===== config.mk =====
export PLATFORM = sky130hd
export DESIGN_NAME = uart_rx_fifo_flat
export DESIGN_NICKNAME = d
export VERILOG_FILES = /design/src/rtl/uart_rx_fifo_if.sv /design/src/rtl/uart_rx_fifo.sv /design/src/flat_wrapper.sv
export SDC_FILE = /design/constraint.sdc
export NUM_CORES = 1
export LEC_CHECK = 0
export CORE_UTILIZATION = 45
export CTS_CLUSTER_DIAMETER = 100
export CTS_CLUSTER_SIZE = 30
export DETAILED_ROUTE_END_ITERATION = 10
export PLACE_DENSITY = 0.71
export SLEW_MARGIN = 20
export SYNTH_ARGS = -nofsm -noshare
export SYNTH_HDL_FRONTEND = slang
export SYNTH_SLANG_ARGS = --single-unit

===== constraint.sdc =====
create_clock -name clk -period 5.3 [get_ports clk]
set_clock_uncertainty 0.05 [all_clocks]
set_input_delay 1.06 -clock clk [delete_from_list [all_inputs] [get_ports clk]]
set_output_delay 1.06 -clock clk [all_outputs]
set_load 0.01 [all_outputs]

===== src/rtl/uart_rx_fifo_if.sv =====
`default_nettype none
// ============================================================================
//  Module      : uart_rx_fifo_if
//  Description : Host read port of the UART receive FIFO. Valid/ready
//                handshake carrying the head frame (8-bit data plus 3-bit
//                receiver error flags).
//                  rd_valid : FIFO -> host, head entry is presented
//                  rd_ready : host -> FIFO, host accepts the head entry
//                  rd_data  : FIFO -> host, head entry data
//                  rd_error : FIFO -> host, head entry error flags
//                Modport master = FIFO side, modport slave = host side.
//  Revision    : 1.0 - initial release
// ============================================================================
interface uart_rx_fifo_if;
    logic       rd_valid;
    logic       rd_ready;
    logic [7:0] rd_data;
    logic [2:0] rd_error;

    modport master (
        output rd_valid,
        output rd_data,
        output rd_error,
        input  rd_ready
    );

    modport slave (
        input  rd_valid,
        input  rd_data,
        input  rd_error,
        output rd_ready
    );
endinterface
`default_nettype wire


===== src/rtl/uart_rx_fifo.sv =====
`default_nettype none
// ============================================================================
//  Module      : uart_rx_fifo
//  Description : Receive buffer behind the UART receiver. Captures one frame
//                ({rx_error, rx_data}) on each rising edge of done_flag into
//                a circular FIFO and presents it show-ahead on a valid/ready
//                read port. Keeps a sticky overflow flag and a saturating
//                count of errored frames.
//  Ports       : clk, rst      - clock, synchronous active-high reset
//                done_flag     - receiver frame-complete level
//                rx_data       - receiver data byte
//                rx_error      - receiver error flags
//                clr_ovf       - clear overflow (a coincident drop wins)
//                clr_stat      - clear err_count (wins over increment)
//                rd_if         - host read port (master side)
//                level         - stored entry count, 0..DEPTH
//                full, empty   - decoded from level
//                overflow      - sticky, a frame was dropped
//                err_count     - saturating count of frames with errors
//  Revision    : 1.0 - initial release
// ============================================================================
module uart_rx_fifo #(
    parameter int DEPTH = 16,
    parameter int AW    = $clog2(DEPTH)
) (
    input  wire logic          clk,
    input  wire logic          rst,
    input  wire logic          done_flag,
    input  wire logic [7:0]    rx_data,
    input  wire logic [2:0]    rx_error,
    input  wire logic          clr_ovf,
    input  wire logic          clr_stat,
    uart_rx_fifo_if.master     rd_if,
    output logic      [AW:0]   level,
    output logic               full,
    output logic               empty,
    output logic               overflow,
    output logic      [7:0]    err_count
);

    localparam logic [AW:0] c_full_level = (AW+1)'(DEPTH);
    localparam logic [7:0]  c_err_max    = 8'hFF;

    logic              r_done_q;
    logic [AW-1:0]     r_wp;
    logic [AW-1:0]     r_rp;
    logic [AW:0]       r_level;
    logic              r_overflow;
    logic [7:0]        r_err_count;
    logic [10:0]       r_mem [DEPTH];

    logic              w_push;
    logic              w_pop;
    logic              w_full;
    logic              w_nonempty;
    logic              w_accept;
    logic              w_drop;
    logic [10:0]       w_head;

    // One push per high period of done_flag. r_done_q resets high so a level
    // already present when reset releases is not taken as a new frame.
    assign w_push     = done_flag & ~r_done_q;
    assign w_full     = (r_level == c_full_level);
    assign w_nonempty = (r_level != '0);
    assign w_pop      = w_nonempty & rd_if.rd_ready;
    // A pop in the same cycle frees the slot, so a push into a full FIFO is
    // only dropped when nothing is read out.
    assign w_accept   = w_push & (~w_full | w_pop);
    assign w_drop     = w_push & w_full & ~w_pop;

    always_ff @(posedge clk) begin
        if (rst) begin
            r_done_q    <= 1'b1;
            r_wp        <= '0;
            r_rp        <= '0;
            r_level     <= '0;
            r_overflow  <= 1'b0;
            r_err_count <= '0;
        end else begin
            r_done_q <= done_flag;

            if (w_accept) begin
                r_wp <= r_wp + 1'b1;
            end
            if (w_pop) begin
                r_rp <= r_rp + 1'b1;
            end

            if (w_accept && !w_pop) begin
                r_level <= r_level + 1'b1;
            end else if (w_pop && !w_accept) begin
                r_level <= r_level - 1'b1;
            end

            if (w_drop) begin
                r_overflow <= 1'b1;
            end else if (clr_ovf) begin
                r_overflow <= 1'b0;
            end

            // Dropped frames still count; clear beats a coincident increment.
            if (clr_stat) begin
                r_err_count <= '0;
            end else if (w_push && (rx_error != 3'b000) && (r_err_count != c_err_max)) begin
                r_err_count <= r_err_count + 1'b1;
            end
        end
    end

    // Storage is not reset; the pointers and level define what is valid.
    always_ff @(posedge clk) begin
        if (w_accept) begin
            r_mem[r_wp] <= {rx_error, rx_data};
        end
    end

    assign w_head         = r_mem[r_rp];
    assign rd_if.rd_valid = w_nonempty;
    assign rd_if.rd_data  = w_head[7:0];
    assign rd_if.rd_error = w_head[10:8];

    assign level     = r_level;
    assign full      = w_full;
    assign empty     = ~w_nonempty;
    assign overflow  = r_overflow;
    assign err_count = r_err_count;

endmodule
`default_nettype wire


===== src/flat_wrapper.sv =====
// flat-port wrapper written by rule: the top's interface ports become plain ports
module uart_rx_fifo_flat 
#(
    parameter int DEPTH = 16,
    parameter int AW    = $clog2(DEPTH)
)
  (clk, rst, done_flag, rx_data, rx_error, clr_ovf, clr_stat, level, full, empty, overflow, err_count, rd_if_rd_valid, rd_if_rd_data, rd_if_rd_error, rd_if_rd_ready);
  uart_rx_fifo_if rd_if_i ();
  input  wire logic clk;
  input  wire logic rst;
  input  wire logic done_flag;
  input  wire logic [7:0] rx_data;
  input  wire logic [2:0] rx_error;
  input  wire logic clr_ovf;
  input  wire logic clr_stat;
  output logic      [AW:0] level;
  output logic full;
  output logic empty;
  output logic overflow;
  output logic      [7:0] err_count;
  output wire logic [$bits(rd_if_i.rd_valid)-1:0] rd_if_rd_valid;
  output wire logic [$bits(rd_if_i.rd_data)-1:0] rd_if_rd_data;
  output wire logic [$bits(rd_if_i.rd_error)-1:0] rd_if_rd_error;
  input wire logic [$bits(rd_if_i.rd_ready)-1:0] rd_if_rd_ready;
  assign rd_if_rd_valid = rd_if_i.rd_valid;
  assign rd_if_rd_data = rd_if_i.rd_data;
  assign rd_if_rd_error = rd_if_i.rd_error;
  assign rd_if_i.rd_ready = rd_if_rd_ready;
  uart_rx_fifo #(.DEPTH(DEPTH), .AW(AW)) u_core (.clk(clk), .rst(rst), .done_flag(done_flag), .rx_data(rx_data), .rx_error(rx_error), .clr_ovf(clr_ovf), .clr_stat(clr_stat), .rd_if(rd_if_i), .level(level), .full(full), .empty(empty), .overflow(overflow), .err_count(err_count));
endmodule

# ---- Word-level counts from Yosys, hierarchy flattened
# Memory sizes are Yosys's and may differ from the RTL's. A register that Yosys moved wholly into a read port is not among the register bits.
# Cells that the tools add are included.
dict set report totals {
  elab_cells 43
  ramBits 176
  rom_bits 0
  out_inout_bits 28
  memories 1
  latchBits 0
  reg_bits 23
  inputBits 17
}
dict set report classes {
  reduce_logical 11
  addsub 5
  n_lt_le_gt_ge 0
  multipliers 0
  n_eq_ne 2
  div 0
  shifts 0
  muxes 8
  bitwise_logic 10
}
# name words word_bits rd rd_ports_with_merged_regs write_ports line_no
set mem_list {}
lappend mem_list {u_core.r_mem 16 11 1 1 1 uart_rx_fifo.sv:50} ;# logic [10:0] r_mem [DEPTH];
# op n
set ops {}
lappend ops {{$mux W5} 2}
lappend ops {{$add A4 B1 Y4 const B} 2}
lappend ops {{$add A8 B1 Y8 const B} 1}
lappend ops {{$mux W4} 2}
lappend ops {{$ne A8 B8 Y1 const B} 1}
lappend ops {{$add A5 B1 Y5 const B} 1}
lappend ops {{$and A1 B1 Y1} 5}
lappend ops {{$eq A5 B5 Y1 const B} 1}
lappend ops {{$reduce_bool A5 Y1} 1}
lappend ops {{$sub A5 B1 Y5 const B} 1}
lappend ops {{$logic_and A1 B1 Y1} 4}
lappend ops {{$mux W1} 4}
lappend ops {{$not A1 Y1} 4}
lappend ops {{$reduce_bool A2 Y1} 2}
lappend ops {{$reduce_bool A3 Y1} 1}
lappend ops {{$logic_not A1 Y1} 2}
lappend ops {{$reduce_or A2 Y1} 1}
lappend ops {{$or A1 B1 Y1} 1}

# ---- Logic depth before layout (Yosys ltp)
dict set report depth {
  ltp_word 8
  ltp_mapped 10
  mapped_depth_nobuf 10
}

# ---- Worst setup path before layout
# No wires, ideal clock.
dict set report synth_path {
  path_kind {input-to-reg}
  start {input done_flag}
  end {memory u_core.r_mem[3][0], enable pin}
  stages 4
  arrival_time_ns 2.647
  slack_ns 2.195
  setup_ns 0.408
  required_ns 4.842
  path_buffers 1
  cell_sequence {and2b_1 -> o31ai_4 -> buf_6 -> nor4_1}
}
dict set report synth_via {
  elab_chain_len 4
}
# element line_no
set synth_rtl {}
lappend synth_rtl {{from (decl)} flat_wrapper.sv:11} ;# input wire logic done_flag;
lappend synth_rtl {{$and A1 B1 Y1} uart_rx_fifo.sv:62} ;# assign w_push = done_flag & ~r_done_q;
lappend synth_rtl {{$and A1 B1 Y1} uart_rx_fifo.sv:68} ;# assign w_accept = w_push & (~w_full | w_pop);
lappend synth_rtl {{$mux W1} uart_rx_fifo.sv:112} ;# if (w_accept) begin
lappend synth_rtl {{$mux W1 (not written as such)} uart_rx_fifo.sv:113} ;# r_mem[r_wp] <= {rx_error, rx_data};
lappend synth_rtl {{to (decl)} uart_rx_fifo.sv:50}
# Every way passes these cells.

==> reports/metrics.cfg <==
[clock_network]
clkLatencyLatePin_ps = 470
cts_hold_buf = 0
htreeDepth = 1
path_clk_slew_ps = 110
cts_resized = 0
postCtsSetupRepairBufs = 0
root_buffer = clkbuf_16
cts_buffer_depth = 3
cts_tree = built
cts_made_buffers = 10
numClockSinks = 203

[synthesis]
syn-num-nets = 468
syn_avg_cell_area_um2 = 18.2
synth_cell_type_count = 43
synth_seq_cells = 203
synth_top_area_share_pct = 66.1
yosys_warnings = 0
synth-edff-count = 176
syn_area_um2 = 8000
ys.flop_type = edfxtp_1
seq_area_frac_synth_pct = 72.8
synth_area_leader_cell = edfxtp_1
async_flop_share_pct = 0
synth_cells = 440
synth_area_leaders = edfxtp_1, mux4_2, dfxtp_1

[routing]
drt_iter0_markers = 474
num_vias = 4102
drtAntennaViolNets = 0
routed-wl-met3_um = 735
top_layer = met4
wl_per_cell_um = 22.8
via_per_inst = 5.77
drt-total-wl_um = 16200
wl_met1_um = 7210
dr.pass1.iters = 5
wl_met2_um = 7910
route.detailed.drc = 0

[placed_design]
dp.cells = 696
hpwl_um = 9490
routabilityCongestion = 0.736
place_area_um2 = 8760
port_buffers = 44
pre_cts_slack_ps = 972

[setup_path]
critPathMaxStageDelay_ps = 800
startpoint_type = register
cp.required_ps = 4190
critPathKind = register to output port
crit_path_top_delay_cell = dfxtp_2
crit_arrival_ps = 2990
endpoint_kind = output port
path_max_fanout = 27
path_cells = buf_12 -> mux4_2 -> a22oi_1 -> nand2_1 -> clkdlybuf4s50_1

[grt]
grt-ovfl-total = 0
grt_antenna_before_repair = 0
grt_pass1_wl_um = 24600
grt_max_degree = 45
grt_usage_pct = 18.4
grt_pass1_vias = 4170

[floorplanning]
die_w_um = 135
pin_count = 45
die_h_um = 135
core-area_um2 = 17400
design.die.area_um2 = 18300
initial_core_util_pct = 46.1
num_rows = 48

[sta]
slew_viol_final = 0
fin_setup_tns_ps = 0
slew_headroom_pct = 21.1
max_freq_mhz = 244
finalCritPeriodShare_pct = 77.3
hold_viol = 0
finalSetupViolCount = 0
period_minus_slack_ps = 4100
setup_ws_ps = 1200
rsz0062_at_grt = false
tightest_slew_ps = 1180

[layout]
final_nets = 511
final_cells = 711
syn_to_final_growth_pct = 13.5
diodes = 0
drive_above_1_share_pct = 16.5
stdcell_area_um2 = 9080

[pwr]
p_per_area_nw_per_um2 = 392
cellLeakagePower_uw = 0.00284
ir_drop_mv = 0.268

[flow_run]
max_cap_violations = 0

[run_status]
status = finished, final reports clean

[min_path]
hold_class = register to register

[synthesized netlist by cell type, types with 2 or more instances]
library cell	instances
nor4_1	3
nor2_1	26
o211ai_1	2
nand2_1	20
xnor2_1	3
mux2i_1	3
a22oi_1	22
or3_1	7
nor2b_1	2
or2_2	2
mux4_2	44
o2111ai_1	2
ha_1	10
and2_1	4
a211oi_1	2
edfxtp_1	176
nand3_1	10
nor3_1	5
and3_1	5
buf_1	2
clkbuf_1	13
a21oi_1	9
dfxtp_1	27
buf_2	5
xor2_1	6
o21ai_0	5
inv_1	9
[report_power, final]
group / total (µW) / internal [µW] / leakage (µW) / switching (µW)
registers: 1880 / 1770 / 0.00180 / 110
logic: 782 / 452 / 0.000879 / 330
clock network: 894 / 431 / 0.000156 / 463
[worst max-delay path, delay by kind of cell, from the launching register on]
family / cells / cell delay, ps
flip-flops: 1 / 800
buffers and inverters: 2 / 830
multiplexers: 1 / 530
AND/OR/NAND/NOR: 1 / 110
AO/OA/AOI/OAI: 1 / 240
[area by class of cell]
type | count | area, µm²
Clock inverter | 2 | 35.0
Multi-Input combinational cell | 207 | 2100
Tap cell | 225 | 282
Clock buffer | 13 | 283
Fill cell | 1385 | 8280
Timing Repair Buffer | 52 | 513
Sequential cell | 203 | 5830
Inverter | 9 | 33.8
[kinds of logic (layout without fill, tap and decap cells)]
kind of cell | after synthesis | count (layout) | share of synthesized area [%]
xor+xnor | 9 | 9 | 0.985
compound gates | 49 | 49 | 4.39
flops | 203 | 203 | 72.8
buf+inv | 30 | 76 | 1.58
mux | 48 | 48 | 12.9
fa+ha+maj | 11 | 11 | 1.81
simple gates | 90 | 90 | 5.51
[cells in the final DEF (no fill, tap or decap), types with 2 or more instances in the layout]
| cell | instances |
|---|---|
| nor3_4 | 4 |
| o21ai_0 | 5 |
| nand2_1 | 20 |
| a21oi_1 | 9 |
| a211oi_1 | 2 |
| inv_1 | 9 |
| and3_1 | 5 |
| edfxtp_1 | 176 |
| nor4_1 | 2 |
| and2_1 | 4 |
| or2_2 | 2 |
| xnor2_1 | 3 |
| nand3_1 | 10 |
| mux4_2 | 44 |
| xor2_1 | 6 |
| clkbuf_1 | 2 |
| o2111ai_1 | 2 |
| ha_1 | 10 |
| nor2b_1 | 2 |
| nor2_1 | 26 |
| mux2i_1 | 3 |
| clkdlybuf4s50_1 | 44 |
| clkbuf_16 | 11 |
| a22oi_1 | 22 |
| o211ai_1 | 2 |
| or3_1 | 7 |
| buf_4 | 7 |
| dfxtp_1 | 25 |
[worst paths after layout]
path	startpoint	endpoint	slack, ps	depth (start not counted)
setup reg to reg	u_core.level[1]	u_core.level[4]	1640	10
hold / removal	u_core.err_count[6]	u_core.err_count[6]	470	2
setup / recovery	register	rd_if_rd_error[0]	1200	5
hold reg to reg	u_core.err_count[6]	u_core.err_count[6]	470	2
[metal layers]
layer  vias up  track usage [%]
li1       1839                -
met1      2112             25.9
met2       128             30.5
met3        23             2.62
met4         0             4.37
met5         -                0
[registers in the layout, indices dropped and copies added (netlist names), named ones only]
register	flops
u_core.r_done_q	1
u_core.level	5
u_core.r_wp	4
u_core.err_count	8
u_core.r_mem	176
u_core.r_rp	4
u_core.overflow	1
[stage by stage]
step                power [µW]  util [%]  hold WS (ps)
floorplan                 2420         -           437
global placement          2680      50.3           428
detailed placement        2700      50.5           453
CTS                       3590      52.3           470
global route              3710      52.3           512
finish                    3560      52.3           473
Note: power is estimated with default switching activity, not from simulation.
==> patch: new RTL, same settings <==
`DEPTH` is set to 16 in 2 places; all go to 8.
--- a/src/rtl/uart_rx_fifo.sv
+++ b/src/rtl/uart_rx_fifo.sv
@@ -21,5 +21,5 @@
 // ============================================================================
 module uart_rx_fifo #(
-    parameter int DEPTH = 16,
+    parameter int DEPTH = 8,
     parameter int AW    = $clog2(DEPTH)
 ) (
--- a/src/flat_wrapper.sv
+++ b/src/flat_wrapper.sv
@@ -2,5 +2,5 @@
 module uart_rx_fifo_flat 
 #(
-    parameter int DEPTH = 16,
+    parameter int DEPTH = 8,
     parameter int AW    = $clog2(DEPTH)
 )
Interface: changed (resized level); port bits go from 45 to 44. The function was not compared with the original's and may differ.
==> patch against the unedited design <==
- cell area down 41%
- total power down 47%
- area after synthesis shrank 43%
- sequential share of layout area decreased by 6.5 points
- largest cell class unchanged
- largest power group unchanged
- setup slack gained 0.39 ns
- sequential cell count down 92
- routed wire length down 51%
- critical endpoint is now rd_if_rd_error[2]
- hold slack worse by 0.027 ns
==> patch: results (changes against the unedited design) <==
qor: synth.ys_seq_area_frac 0.6787 [-0.04947]
qor: placed_design.place_ws 1.596 ns [+0.6234 ns]
qor: cts.cts_htree_levels 3 [+2]
qor: placed_design.placement.cell_area 5176 µm² [-41%]
qor: cts.cts_root_buf clkbuf_8
qor: critical_path.cpPeakStageDelay 1.03 ns [+0.23 ns]
qor: finish.layout.filler_cells 816 [-41%]
qor: cts.cts.path.max_buffers 2 [-1]
qor: run_status.outcome complete, no violations
qor: synth.ys_top_cells_by_area edfxtp_1 (58%), mux4_1 (11%), dfxtp_1 (10%), mux2_2 (2.7%), nor2_1 (1.9%)
qor: cts.post_cts.resized_instances 0 [unchanged]
qor: cts.cts_setup_buffers 0 [unchanged]
qor: hold_path.hold_class reg -> reg
qor: critical_path.crit_fanout 22 [-19%]
qor: cts.numCtsBuffers 9 [-1]
qor: synth.async_reset_ff_frac 0 [unchanged]
qor: finish.finish.net_count 334 [-35%]
qor: placed_design.dp.cells 432 [-38%]
qor: synth.synth.net_count 281 [-40%]
qor: placed_design.io_buffers 43 [-2.3%]
qor: grt.antenna_found_initial 0 [unchanged]
qor: grt.grt_pass1_vias 2301 [-45%]
qor: placed_design.place.detailed.hpwl 4.915 mm [-48%]
qor: placed_design.gp_congestion 0.8157 [+11%]
qor: drt.number_of_search_and_repair_iterations_in_the_first_detailed_routing_pass 4 [-1]
qor: synth.synth.cells.most_frequent edfxtp_1 (88), dfxtp_1 (23), nor2_1 (23)
qor: pwr.leakage 1.776 nW [-37%]
qor: synth.synth_edf_count 88 [-50%]
qor: timing.slew-limit-headroom 0.2939 [+0.08325]
qor: grt.grt_first_pass_wirelength 12.28 mm [-50%]
qor: drt.routed_via_density 5.384 [-6.7%]
qor: synth.yosysWarningCount 0 [unchanged]
qor: pwr.max-vdd-ir-drop 193.8 µV [-28%]
qor: finish.diodes 0 [unchanged]
qor: finish.largest_reg_flops 88 [-50%]
qor: drt.drt-wirelength-per-cell 17.87 µm [-22%]
qor: critical_path.timing.critical_path.arrival 2.60 ns [-0.39 ns]
qor: synth.yosys_most_used_dff edfxtp_1
qor: drt.routed-via-count 2412 [-41%]
qor: cts.cts.clk_slew.worst_paths 0.10 ns
qor: synth.syn_inst 257 [-42%]
qor: drt.drc_errors 0 [unchanged]
qor: finish.largest_register u_core.r_mem
qor: synth.synthDistinctLibCells 49 [+14%]
qor: grt.grt_start_max_net_pins 23 [-49%]
qor: drt.drt_iter0_markers 156 [-67%]
qor: finish.layout-drive-gt1-share 0.1587 [-0.005879]
qor: grt.track_usage 0.1619 [-0.02236]
qor: critical_path.cpMaxStageDelayCell dfxtp_1
qor: critical_path.timing.critical_path.max_delay_family flip-flops
qor: flow_run.max_cap_violations 0 [unchanged]
qor: cts.clk_latency 0.37 ns [-0.10 ns]
==> patch: cell types whose count changed in the layout (fill, tap and decap cells not counted), moves of 10 or more <==
cell       delta
edfxtp_1     -88
mux4_2       -42
a22oi_1      -22
mux4_1       +20
nand2_1      -14
clkbuf_16    -11
mux2_2       +10
==> patch: kinds of logic (layout without fill, tap and decap cells) <==
group	Yosys count	after routing	share of synthesized area
DFF	111	111	0.6787
and+or+nand+nor	59	59	0.07526
muxes	38	38	0.1634
AOI/OAI and AO/OA	20	20	0.03175
buffers and inverters	17	75	0.01888
adders and majority gates	7	7	0.02080
xor gates and xnor gates	5	5	0.01122
==> patch: area by class of cell <==
cell class              count  area (µm²)  area share
flip-flops and latches    111        3103      0.5776
multi-input cells         129        1383      0.2573
repair buffers             52       498.0     0.09269
well taps                 133       166.4     0.03097
clock buffers               9       123.9     0.02306
clock inverters             7       72.57     0.01351
inverters                   7       26.28    0.004891
==> patch: power by group <==
group	leakage [nW]	switching, mW	internal (mW)	total, mW
sequential	0.980	0.0372	0.961	0.998
clock	0.102	0.307	0.187	0.493
combinational	0.694	0.160	0.218	0.378
==> patch: final timing paths <==
kind,startpoint,to,slack (ns),cells past startpoint
max reg2reg,u_core.level[0],u_core.level[3],2.47,9
max,register,rd_if_rd_error[2],1.59,3
min reg2reg,u_core.r_rp[1],u_core.r_rp[1],0.45,2
min,u_core.r_rp[1],u_core.r_rp[1],0.45,2
==> patch: per-layer routing <==
layer | global-route usage | wire length (µm) | vias to the layer above
met2 | 0.2605 | 3853 | 46
met4 | 0.05850 | 113 | 0
met5 | 0 | 0 | -
met3 | 0.03254 | 260 | 11
met1 | 0.2205 | 3776 | 1232
li1 | - | - | 1123
==> patch: worst reg2reg max path, stage by stage (launching register included) <==
cell      delay (ns)
dfxtp_1         0.40
or4_1           0.69
nand2_4         0.17
ha_1            0.18
inv_1           0.09
ha_1            0.33
a21oi_1         0.22
a211oi_1        0.10
a31oi_1         0.17
mux2_1          0.34
